<file path="src/rtl/wb_sdspi_stream_adapter.sv">
// rtl/wb_sdspi_stream_adapter.sv - Wishbone front end with byte prefetch FIFO for SD-SPI sequential reads
// A BLOCK_ADDR write opens a multi-block session; the engine then keeps the FIFO topped up.
module wb_sdspi_stream_adapter #(
  parameter int BYTES_PER_WORD = 4,
  parameter int FIFO_DEPTH     = 16
) (
  input  logic        wb_clk,
  input  logic        wb_rst,
  input  logic [1:0]  wb_adr_i,
  input  logic [31:0] wb_dat_i,
  output logic [31:0] wb_dat_o,
  input  logic        wb_we_i,
  input  logic        wb_cyc_i,
  input  logic        wb_stb_i,
  output logic        wb_ack_o,
  output logic        wb_err_o,
  output logic        wb_rty_o,
  output logic        spi_rst,
  output logic        spi_r_multi_block,
  output logic        spi_r_byte,
  output logic [31:0] spi_block_addr,
  output logic [4:0]  spi_sclk_speed,
  input  logic        spi_busy,
  input  logic        spi_err,
  input  logic [7:0]  spi_dat_o
);

  localparam int AW = $clog2(FIFO_DEPTH);
  localparam logic [AW:0]   BPW_L   = (AW+1)'(BYTES_PER_WORD);
  localparam logic [AW:0]   DEPTH_L = (AW+1)'(FIFO_DEPTH);
  localparam logic [AW-1:0] BPW_P   = AW'(BYTES_PER_WORD);

  typedef enum logic [3:0] {
    ST_START, ST_IDLE, ST_OPEN_0, ST_OPEN_1, ST_OPEN_2, ST_OPEN_3,
    ST_FETCH, ST_GAP, ST_WAIT_BUSY, ST_PUSH
  } state_t;

  state_t        r_state, r_ret;
  logic          r_discard, r_session, r_err;
  logic          r_ack, r_err_o, r_spi_rst, r_multi, r_r_byte;
  logic [31:0]   r_dat, r_block_addr;
  logic [4:0]    r_sclk;
  logic [7:0]    r_mem [FIFO_DEPTH];
  logic [AW-1:0] r_wr_ptr, r_rd_ptr;
  logic [AW:0]   r_level;

  logic        w_req, w_rd_data, w_data_bad, w_pop, w_push;
  logic        w_addr_wr, w_flush, w_err_clr;
  logic [31:0] w_pack, w_status;

  always_comb begin
    // The cycle right after a termination is masked so a held strobe is not served twice.
    w_req      = wb_cyc_i & wb_stb_i & ~r_ack & ~r_err_o;
    w_rd_data  = w_req & ~wb_we_i & (wb_adr_i == 2'd1);
    w_data_bad = r_err | ~r_session;
    w_pop      = w_rd_data & ~w_data_bad & (r_level >= BPW_L);
    w_push     = (r_state == ST_PUSH) & ~r_err & r_session;
    w_addr_wr  = w_req & wb_we_i & (wb_adr_i == 2'd0) & (r_state == ST_IDLE);
    w_flush    = (r_state == ST_START) | w_addr_wr;
    w_err_clr  = (w_req & wb_we_i & (wb_adr_i == 2'd3) & wb_dat_i[1]) | w_addr_wr;
    w_status   = {16'b0, 8'(r_level), 5'b0, r_session, r_err, spi_busy};
    w_pack     = '0;
    for (int k = 0; k < BYTES_PER_WORD; k++)
      w_pack[8*k +: 8] = r_mem[r_rd_ptr + AW'(k)];
  end

  always_ff @(posedge wb_clk) begin
    if (w_push) r_mem[r_wr_ptr] <= spi_dat_o;
  end

  always_ff @(posedge wb_clk) begin
    if (wb_rst) begin
      r_state <= ST_START;       r_ret <= ST_IDLE;
      r_discard <= 1'b0;         r_session <= 1'b0;    r_err <= 1'b0;
      r_ack <= 1'b0;             r_err_o <= 1'b0;      r_dat <= '0;
      r_spi_rst <= 1'b1;         r_multi <= 1'b0;      r_r_byte <= 1'b0;
      r_block_addr <= '0;        r_sclk <= '0;
      r_wr_ptr <= '0;            r_rd_ptr <= '0;       r_level <= '0;
    end else begin
      r_ack    <= 1'b0;
      r_err_o  <= 1'b0;
      r_r_byte <= 1'b0;

      if (w_req) begin
        case (wb_adr_i)
          2'd0: if (!wb_we_i) begin r_dat <= r_block_addr; r_ack <= 1'b1; end
          2'd1: begin
            if (wb_we_i)         r_ack <= 1'b1;
            else if (w_data_bad) r_err_o <= 1'b1;
            else if (w_pop)      begin r_dat <= w_pack; r_ack <= 1'b1; end
          end
          2'd2: begin
            if (wb_we_i) r_sclk <= wb_dat_i[4:0];
            else         r_dat <= {27'b0, r_sclk};
            r_ack <= 1'b1;
          end
          default: begin
            if (!wb_we_i) r_dat <= w_status;
            r_ack <= 1'b1;
          end
        endcase
      end

      if (w_err_clr) r_err <= 1'b0;
      if (spi_err)   r_err <= 1'b1;

      if (w_flush) begin
        r_wr_ptr <= '0; r_rd_ptr <= '0; r_level <= '0;
      end else begin
        if (w_push) r_wr_ptr <= r_wr_ptr + 1'b1;
        if (w_pop)  r_rd_ptr <= r_rd_ptr + BPW_P;
        r_level <= r_level + {{AW{1'b0}}, w_push} - (w_pop ? BPW_L : '0);
      end

      case (r_state)
        ST_START: begin
          r_spi_rst <= 1'b0; r_session <= 1'b0;
          r_state <= ST_WAIT_BUSY; r_ret <= ST_IDLE;
        end
        ST_IDLE: begin
          if (w_addr_wr) begin
            r_block_addr <= wb_dat_i; r_session <= 1'b0; r_state <= ST_OPEN_0;
          end else if (r_session && (r_level < DEPTH_L) && !r_err) begin
            r_r_byte <= 1'b1; r_discard <= 1'b0; r_state <= ST_FETCH;
          end
        end
        ST_OPEN_0: begin r_multi <= 1'b0; r_state <= ST_WAIT_BUSY; r_ret <= ST_OPEN_1; end
        ST_OPEN_1: begin r_multi <= 1'b1; r_state <= ST_WAIT_BUSY; r_ret <= ST_OPEN_2; end
        ST_OPEN_2: begin r_r_byte <= 1'b1; r_discard <= 1'b1; r_state <= ST_FETCH; end
        ST_OPEN_3: begin r_session <= 1'b1; r_ack <= 1'b1; r_state <= ST_IDLE; end
        ST_FETCH:  r_state <= ST_GAP;
        // GAP gives the core a cycle to raise busy before it is sampled.
        ST_GAP: begin
          r_state <= ST_WAIT_BUSY;
          r_ret   <= r_discard ? ST_OPEN_3 : ST_PUSH;
        end
        ST_WAIT_BUSY: if (!spi_busy) r_state <= r_ret;
        ST_PUSH:      r_state <= ST_IDLE;
        default:      r_state <= ST_START;
      endcase
    end
  end

  assign wb_dat_o          = r_dat;
  assign wb_ack_o          = r_ack;
  assign wb_err_o          = r_err_o;
  assign wb_rty_o          = 1'b0;
  assign spi_rst           = r_spi_rst;
  assign spi_r_multi_block = r_multi;
  assign spi_r_byte        = r_r_byte;
  assign spi_block_addr    = r_block_addr;
  assign spi_sclk_speed    = r_sclk;

endmodule

</file>
<file path="config.mk">
export PLATFORM = sky130hd
export DESIGN_NAME = wb_sdspi_stream_adapter
export DESIGN_NICKNAME = d
export VERILOG_FILES = /design/src/rtl/wb_sdspi_stream_adapter.sv
export SDC_FILE = /design/constraint.sdc
export NUM_CORES = 1
export LEC_CHECK = 0
export BUFFER_PORTS_ARGS = -buffer_cell sky130_fd_sc_hd__buf_4
export CAP_MARGIN = 20
export CORE_ASPECT_RATIO = 2
export CORE_MARGIN = 3
export CORE_UTILIZATION = 45
export CTS_CLUSTER_SIZE = 30
export DETAILED_ROUTE_END_ITERATION = 6
export PLACE_DENSITY = 0.71
export SETUP_SLACK_MARGIN = 0.1
export SYNTH_ARGS = -nofsm -noshare
export SYNTH_HDL_FRONTEND = slang
export SYNTH_SLANG_ARGS = --single-unit
</file>
<file path="constraint.sdc">
create_clock -name wb_clk -period 2.35 [get_ports wb_clk]
set_input_delay 0.3525 -clock wb_clk [delete_from_list [all_inputs] [get_ports wb_clk]]
set_output_delay 0.3525 -clock wb_clk [all_outputs]
set_load 0.1 [all_outputs]
</file>
-- Yosys cells after proc, flatten, opt, wreduce, memory -nomap -nowiden
Memory sizes are Yosys's and may differ from the RTL's. A register that Yosys moved wholly into a read port is not among the register bits.
Cells that the tools add are included.
- RAM bits: 128
- register bits after elaboration: 98
- memories kept: 1
- logic and storage cells: 127
- memory list (memory ; words ; bits a word ; rd ports ; clocked after Yosys merged registers in ; wr ports ; line ; text):
    r_mem ; 16 ; 8 ; 4 ; 1 ; 1 ; 43 ; logic [7:0] r_mem [FIFO_DEPTH];
- $add $sub $neg: 7
- magnitude comparators: 2
- bitwise logic cells: 25
- mux-type cells: 37
- reductions and logical operators: 20
- equal/unequal tests: 19
- operators by type and width (operator ; number):
    $mux W32 ; 6
    $pmux W32 S3 ; 1
    $mux W4 ; 6
    $pmux W4 S6 ; 1
    $eq A4 B3 Y1 const B ; 4
    $mux W1 ; 16
    $pmux W4 S4 ; 1
    $and A1 B1 Y1 ; 14
    $ne A2 B2 Y1 const B ; 5
    $add A4 B1 Y4 const B ; 2
    $add A4 B2 Y4 const B ; 2
    $eq A4 B2 Y1 const B ; 2
    $eq A4 B4 Y1 const B ; 2
    $not A1 Y1 ; 8
    $pmux W1 S2 ; 4
    $reduce_or A4 Y1 ; 2
    $reduce_and A2 Y1 ; 3
    $reduce_and A3 Y1 ; 2
    $reduce_bool A2 Y1 ; 3
    $add A5 B1 Y5 ; 1
    $ge A5 B3 Y1 const B ; 1
    $lt A5 B5 Y1 const B ; 1
    $sub A5 B3 Y5 ; 1
    $add A4 B3 Y4 const B ; 1
    other kinds (16) ; 21

-- Longest topological paths before layout
Gate-level depths: netlist of the first run.
- depth after elaboration: 13
- gate-level depth with buffers: 11

-- Worst setup path before layout of the first run
OpenSTA, ideal clock, no wires.
- path kind: register -> register
- start point: register r_err_o, in the netlist wb_err_o
- end point: register r_level[4]
- path buffers: 1
- library setup time: 0.117 ns
- period minus slack after synthesis: 2.575 ns
- path slack: -0.225 ns
- cell stages (with the launch flop): 10
- arrival time: 2.458 ns
- cells stage by stage: dfxtp_1 > and4bb_1 > buf_4 > nand4_2 > ha_1 > ha_1 > o21bai_1 > a21oi_1 > xnor2_1 > nor2_1
- longest elaborated chain between the ends: 8
- elaborated cells on any way between the ends: 13
- ends and longest elaborated chain (what ; line ; text):
    start, declared ; 40 ; logic r_ack, r_err_o, r_spi_rst, r_multi, r_r_byte;
    start signal, assigned ; 75 ; r_ack <= 1'b0; r_err_o <= 1'b0; r_dat <= '0;
    start signal, assigned ; 81 ; r_err_o <= 1'b0;
    start signal, assigned ; 89 ; else if (w_data_bad) r_err_o <= 1'b1;
    $not A1 Y1 (*) ; 53 ; w_req = wb_cyc_i & wb_stb_i & ~r_ack & ~r_err_o;
    $and A1 B1 Y1 (*) ; 53 ;
    $and A1 B1 Y1 (2 in series) ; 54 ; w_rd_data = w_req & ~wb_we_i & (wb_adr_i == 2'd1);
    $and A1 B1 Y1 (2 in series) ; 56 ; w_pop = w_rd_data & ~w_data_bad & (r_level >= BPW_L);
    $mux W3 ; 112 ; r_level <= r_level + {{AW{1'b0}}, w_push} - (w_pop ? BPW_L : '0);
    $sub A5 B3 Y5 ; 112 ;
    end signal, assigned ; 112 ;
    end, declared ; 45 ; logic [AW:0] r_level;
Every way passes the cells marked *; elsewhere a longest branch is shown, timed or not.
A chain may end at the register's enable or synchronous reset.

-- Worst setup path after layout of the first run
- start point: register r_level[4]
- end point: register r_level[4]
- longest elaborated chain between the ends: 4
- elaborated cells on any way between the ends: 5
- ends and longest elaborated chain (what ; line):
    $ge A5 B3 Y1 ; 56
    $and A1 B1 Y1 ; 56
    $mux W3 ; 112
    $sub A5 B3 Y5 (*) ; 112
Marks and branches as above.

==> results of run 1 <==
==> metrics by stage <==
step,cells,hold WS (ps),worst slack [ps],utilization
floorplan,693,443,115,-
detailed placement,1067,452,234,0.526
CTS,1103,66.3,258,0.561
global placement,1067,448,259,0.526
global route,1103,88.9,121,0.562
finish,1103,87.9,324,0.562
==> cells in the final DEF (no fill, tap or decap), types with 3 or more instances in the layout <==
cell / netlist / final
nor2b_1: 6 / 6
bufinv_16: 0 / 5
nand2b_1: 10 / 10
a221oi_1: 6 / 6
o22ai_1: 6 / 6
clkbuf_1: 14 / 5
buf_4: 10 / 163
o211ai_1: 3 / 3
dfxtp_1: 98 / 95
xnor2_1: 5 / 5
clkbuf_16: 0 / 21
o221a_1: 3 / 3
nor2_1: 75 / 73
mux2i_1: 61 / 61
o2111ai_1: 3 / 3
o31ai_1: 5 / 5
mux4_2: 22 / 22
and3_1: 3 / 3
a31oi_1: 4 / 4
nand3_1: 8 / 8
edfxtp_1: 128 / 128
clkinv_2: 0 / 3
nor3_1: 14 / 14
o32ai_1: 3 / 3
a22oi_1: 22 / 22
xor2_1: 3 / 3
ha_1: 12 / 11
inv_1: 16 / 16
a21oi_1: 39 / 39
a211oi_1: 28 / 28
nand2_1: 18 / 18
o21ai_0: 10 / 10
==> critical path, cell delays in order, from the launching register on <==
cell and delay, ps:
dfxtp_1 380, inv_1 70, ha_1 180, nand2b_1 130, nand4_2 150, ha_4 250, ha_1 300, o21bai_1 80
a21oi_1 170, xnor2_1 140, nor2_1 50
==> timing repair <==
action	in CTS	in global routing
hold endpoints to repair	0	0
setup endpoints to repair	0	1
gates resized for setup	0	1
==> cell families (layout without fill, tap and decap cells) <==
| group | count (synthesis) | in the layout | share of synthesized area |
|---|---|---|---|
| adders and majority gates | 12 | 12 | 0.0163 |
| muxes | 83 | 83 | 0.120 |
| other | 1 | 1 | 0.000407 |
| AOI/OAI and AO/OA | 139 | 139 | 0.102 |
| DFF | 226 | 226 | 0.630 |
| and+or+nand+nor | 155 | 155 | 0.0841 |
| xor gates and xnor gates | 8 | 8 | 0.00761 |
| buffers and inverters | 69 | 217 | 0.0394 |
==> routing by layer <==
layer / GRT usage / wire length (microns)
met1: 0.212 / 7690
met2: 0.367 / 12300
met3: 0.0301 / 1130
met4: 0.0821 / 776
met5: 0 / 0
==> power groups by stage <==
stage               registers, mW  logic, mW  clock network (mW)
floorplan                    4.52      0.218                   0
global placement             4.32      0.641                   0
detailed placement           4.32      0.648                   0
CTS                          4.23      0.649                3.64
global route                 4.23      0.685                3.78
finish                       4.23      0.648                3.57
==> path summary, 6_finish.rpt <==
kind | from | to | slack (ps) | depth (start not counted)
worst min register to register | spi_rst$_SDFFE_PP1P_ | spi_rst$_SDFFE_PP1P_ | 450 | 2
worst max-delay path | r_level[4]$_SDFF_PP0_ | r_level[4]$_SDFF_PP0_ | 320 | 10
worst max register to register | r_level[4]$_SDFF_PP0_ | r_level[4]$_SDFF_PP0_ | 320 | 10
worst min-delay path | spi_err | r_err$_SDFFE_PP0P_ | 90 | 3
==> flip-flops by register name, summed over array words and instances, names as in the netlist, named ones only <==
name / cells
spi_sclk_speed: 5
r_err: 1
wb_ack_o: 1
r_session: 1
r_mem: 128
r_discard: 1
spi_block_addr: 32
r_ret: 4
r_rd_ptr: 2
spi_r_multi_block: 1
r_state: 4
wb_dat_o: 32
r_level: 5
r_wr_ptr: 4
spi_rst: 1
spi_r_byte: 1
wb_err_o: 1
==> final cells by class <==
cell class | instances | share of cell area
Clock inverter | 10 | 0.0155
Inverter | 16 | 0.00534
Timing Repair Buffer | 165 | 0.112
Sequential cell | 226 | 0.517
Multi-Input combinational cell | 398 | 0.272
Tap cell | 262 | 0.0292
Clock buffer | 26 | 0.0484
==> impl_metrics.yaml, run 1 <==
timing:
  period_share: 0.862
  tns_ps: 0
  slew_viol_final: 0
  tightest_slew_ps: 645
  fmax_mhz: 494
  final_hold_viol_count: 0
  rsz0062_at_grt: "false"
  finalSetupViolations: 0
  fin_skew_ps: 11.8
  timing.final.crit_period_ps: 2030
  slew_headroom: 0.567
layout:
  antennaDiodeCount: 0
  stdcell_area_sq_mm: 0.0112
  fill_cells: 1615
  nNetsFinal: 888
  seq_area_sq_mm: 0.00581
  drive_gt1_frac: 0.271
  synthToLayoutAreaGrowth_pct: 22.0
  multi_input_area_sq_mm: 0.00306
routing:
  avgViaCountPerCell: 5.51
  drt-wirelength-per-cell_microns: 19.8
  drtIter0Drc: 290
  firstDrtPassIters: 4
  route.detailed.drc: 0
  wl_microns: 21900
  antenna_left: 0
  vias: 6077
clock_tree:
  cts_max_path_buffers: 3
  clkLatencyLatePin_ps: 490
  clkTransAtPathRegs_ps: 70
  clkSinkCount: 226
  cts_tree: "built"
  cts_hold_buf: 0
  numCtsBuffers: 20
  postCtsSetupBuffers: 0
  cts_max_level: 1
  cts_root_buf: "clkbuf_16"
pwr:
  clockPowerShare: 0.422
  finalPower_mw: 8.44
  combPwrFrac: 0.077
  powerDensity_mw_per_mm2: 751
  p_leak_nw: 4.24
  ir_drop_mv: 0.677
  switchingPower_mw: 1.87
  seq_power_share: 0.501
  switching_share: 0.221
  power.internal_mw: 6.58
worst_setup_path:
  worstPathRequired_ps: 2730
  critical_path_arrival_ps: 2410
  crit_fanout: 4
  end_kind: "flip-flop"
  path_class: "flip-flop to flip-flop"
  critPathLaunchType: "flip-flop"
floorplan:
  design.die.area_sq_mm: 0.0223
  ios: 124
  die_h_microns: 208
  dieWidth_microns: 107
  rows: 73
  core-area_sq_mm: 0.0200
  start_util: 0.461
place:
  place_area_sq_mm: 0.0105
  portBuffers: 122
  gp_congestion: 0.855
  place_hpwl_microns: 15900
synth:
  post-synth-top-count-cell: "edfxtp_1"
  synth_seq_area_share: 0.630
  yosys_warnings: 0
  ys_seq_elements: 226
  synth_top_area_frac: 0.417
  synth.avg_cell_area_sq_um: 13.3
  synth_area_leaders: "edfxtp_1, dfxtp_1, mux2i_1"
  synth_area_leader_cell: "edfxtp_1"
  synthesis.instances: 693
  synthesis.area_sq_mm: 0.00921
  synth_common_cells: "edfxtp_1, dfxtp_1, nor2_1"
  ys.flop_type: "edfxtp_1"
  synth_edf_count: 128
  synth_fp_nets: 754
  synth_cell_type_count: 55
  synthArstFlopShare: 0
global_routing:
  grt_usage: 0.195
  overflow: 0
  grt_pass1_wl_microns: 34000
  first_global_vias: 6129
  grt_max_degree: 38
  antenna_found_initial: 0
hold_path:
  hp-class: "primary input to flip-flop"
job:
  maxCapViolCount: 0
status:
  status: "finished, final reports clean"
Power figures use the tool's default switching activity.
==> inputs of run 2 (changes only) <==
Settings changed: RECOVER_POWER from default to 25.
==> run 2 against run 1 <==
Net effect: critical path depth unchanged; first-iteration DRC count increased by 4.8%; utilization decreased by 0.15 points; register-to-register slack about the same; worst setup slack got worse by 10 ps.
==> impl_metrics.yaml, run 2 (synthesis gave the netlist of run 1 again) <==
timing:
  tightest_slew_ps: 886
  slew_viol_final: 0
  final_hold_viol_count: 0
  rsz0062_at_grt: "false"
  period_share: 0.866
  finalSetupViolations: 0
  timing.final.crit_period_ps: 2040
  fin_skew_ps: 12.8
  fmax_mhz: 491
  slew_headroom: 0.410
  tns_ps: 0
routing:
  antenna_left: 0
  avgViaCountPerCell: 5.50
  route.detailed.drc: 0
  drt-wirelength-per-cell_microns: 19.9
  wl_microns: 21900
  firstDrtPassIters: 4
  drtIter0Drc: 304
  vias: 6066
layout:
  antennaDiodeCount: 0
  mostFrequentLayoutCell: "buf_4"
  layout_common_cells: "buf_4, edfxtp_1, dfxtp_1"
  regMostFlops: "r_mem"
  synthToLayoutAreaGrowth_pct: 21.7
  largest_reg_flops: 128
  nNetsFinal: 888
  drive_gt1_frac: 0.262
clock_tree:
  cts_tree: "built"
  cts.repair.resized: 0
  clkLatencyLatePin_ps: 490
  cts_max_path_buffers: 3
  cts_hold_buf: 0
  clkSinkCount: 226
  clkTransAtPathRegs_ps: 70
  cts_root_buf: "clkbuf_16"
  numCtsBuffers: 20
  cts_max_level: 1
  postCtsSetupBuffers: 0
worst_setup_path:
  crit_fanout: 4
  path_class: "flip-flop to flip-flop"
  end_kind: "flip-flop"
  critical_path_arrival_ps: 2420
  worstPathRequired_ps: 2730
  critPathLaunchType: "flip-flop"
global_routing:
  first_global_vias: 6129
  grt_usage: 0.195
  grt_pass1_wl_microns: 34000
  overflow: 0
  antenna_found_initial: 0
  grt_max_degree: 38
floorplan:
  design.die.area_sq_mm: 0.0223
  rows: 73
  core-area_sq_mm: 0.0200
  dieWidth_microns: 107
  ios: 124
  die_h_microns: 208
  start_util: 0.461
pwr:
  p_leak_nw: 4.21
  power.internal_mw: 6.57
  powerDensity_mw_per_mm2: 753
  clockPowerShare: 0.423
  switching_share: 0.222
  finalPower_mw: 8.44
  switchingPower_mw: 1.87
  combPwrFrac: 0.076
  ir_drop_mv: 0.678
  seq_power_share: 0.501
job:
  maxCapViolCount: 0
place:
  place_hpwl_microns: 15900
  gp_congestion: 0.855
  portBuffers: 122
status:
  status: "finished, final reports clean"
hold_path:
  hp-class: "primary input to flip-flop"
## run 2: layout make-up
cell class | count | area [sq um]
Timing Repair Buffer | 165 | 1230
Clock buffer | 26 | 544
Sequential cell | 226 | 5810
Fill cell | 1619 | 8790
Inverter | 16 | 60.1
Multi-Input combinational cell | 398 | 3060
Clock inverter | 10 | 174
Tap cell | 262 | 328
## run 2: per-layer routing
layer  track usage  routed length (microns)
met1         0.212                     7800
met2         0.367                    12300
met3        0.0301                     1040
met4        0.0821                      762
met5             0                        0
## run 2: worst max-delay path, stage by stage, from the launching register on
cell      delay, ps
dfxtp_1         380
inv_1            80
ha_1            180
nand2b_1        130
nand4_2         160
ha_4            260
ha_1            300
o21bai_1         80
a21oi_1         170
xnor2_1         140
nor2_1           50
## run 2: final timing paths
check                             start                    end  slack, ps  cells after the start
hold reg to reg    spi_rst$_SDFFE_PP1P_   spi_rst$_SDFFE_PP1P_        450                      2
setup / recovery  r_level[4]$_SDFF_PP0_  r_level[4]$_SDFF_PP0_        310                     10
hold / removal                  spi_err     r_err$_SDFFE_PP0P_         90                      3
setup reg to reg  r_level[4]$_SDFF_PP0_  r_level[4]$_SDFF_PP0_        310                     10
## run 2: stage by stage
stage	instances	instance area (sq um)	util	worst slack (ps)	hold WS [ps]
detailed placement	1067	10500	0.526	234	452
global route	1103	11200	0.561	121	88.9
CTS	1103	11200	0.561	258	66.3
floorplan	693	9220	-	115	443
finish	1103	11200	0.561	314	86.8
global placement	1067	10500	0.526	259	448
## run 2: power by group through the flow
stage,clock [mW],combinational [mW],sequential (mW)
global placement,0,0.641,4.32
CTS,3.64,0.649,4.23
detailed placement,0,0.648,4.32
floorplan,0,0.218,4.52
global route,3.78,0.679,4.23
finish,3.57,0.643,4.23
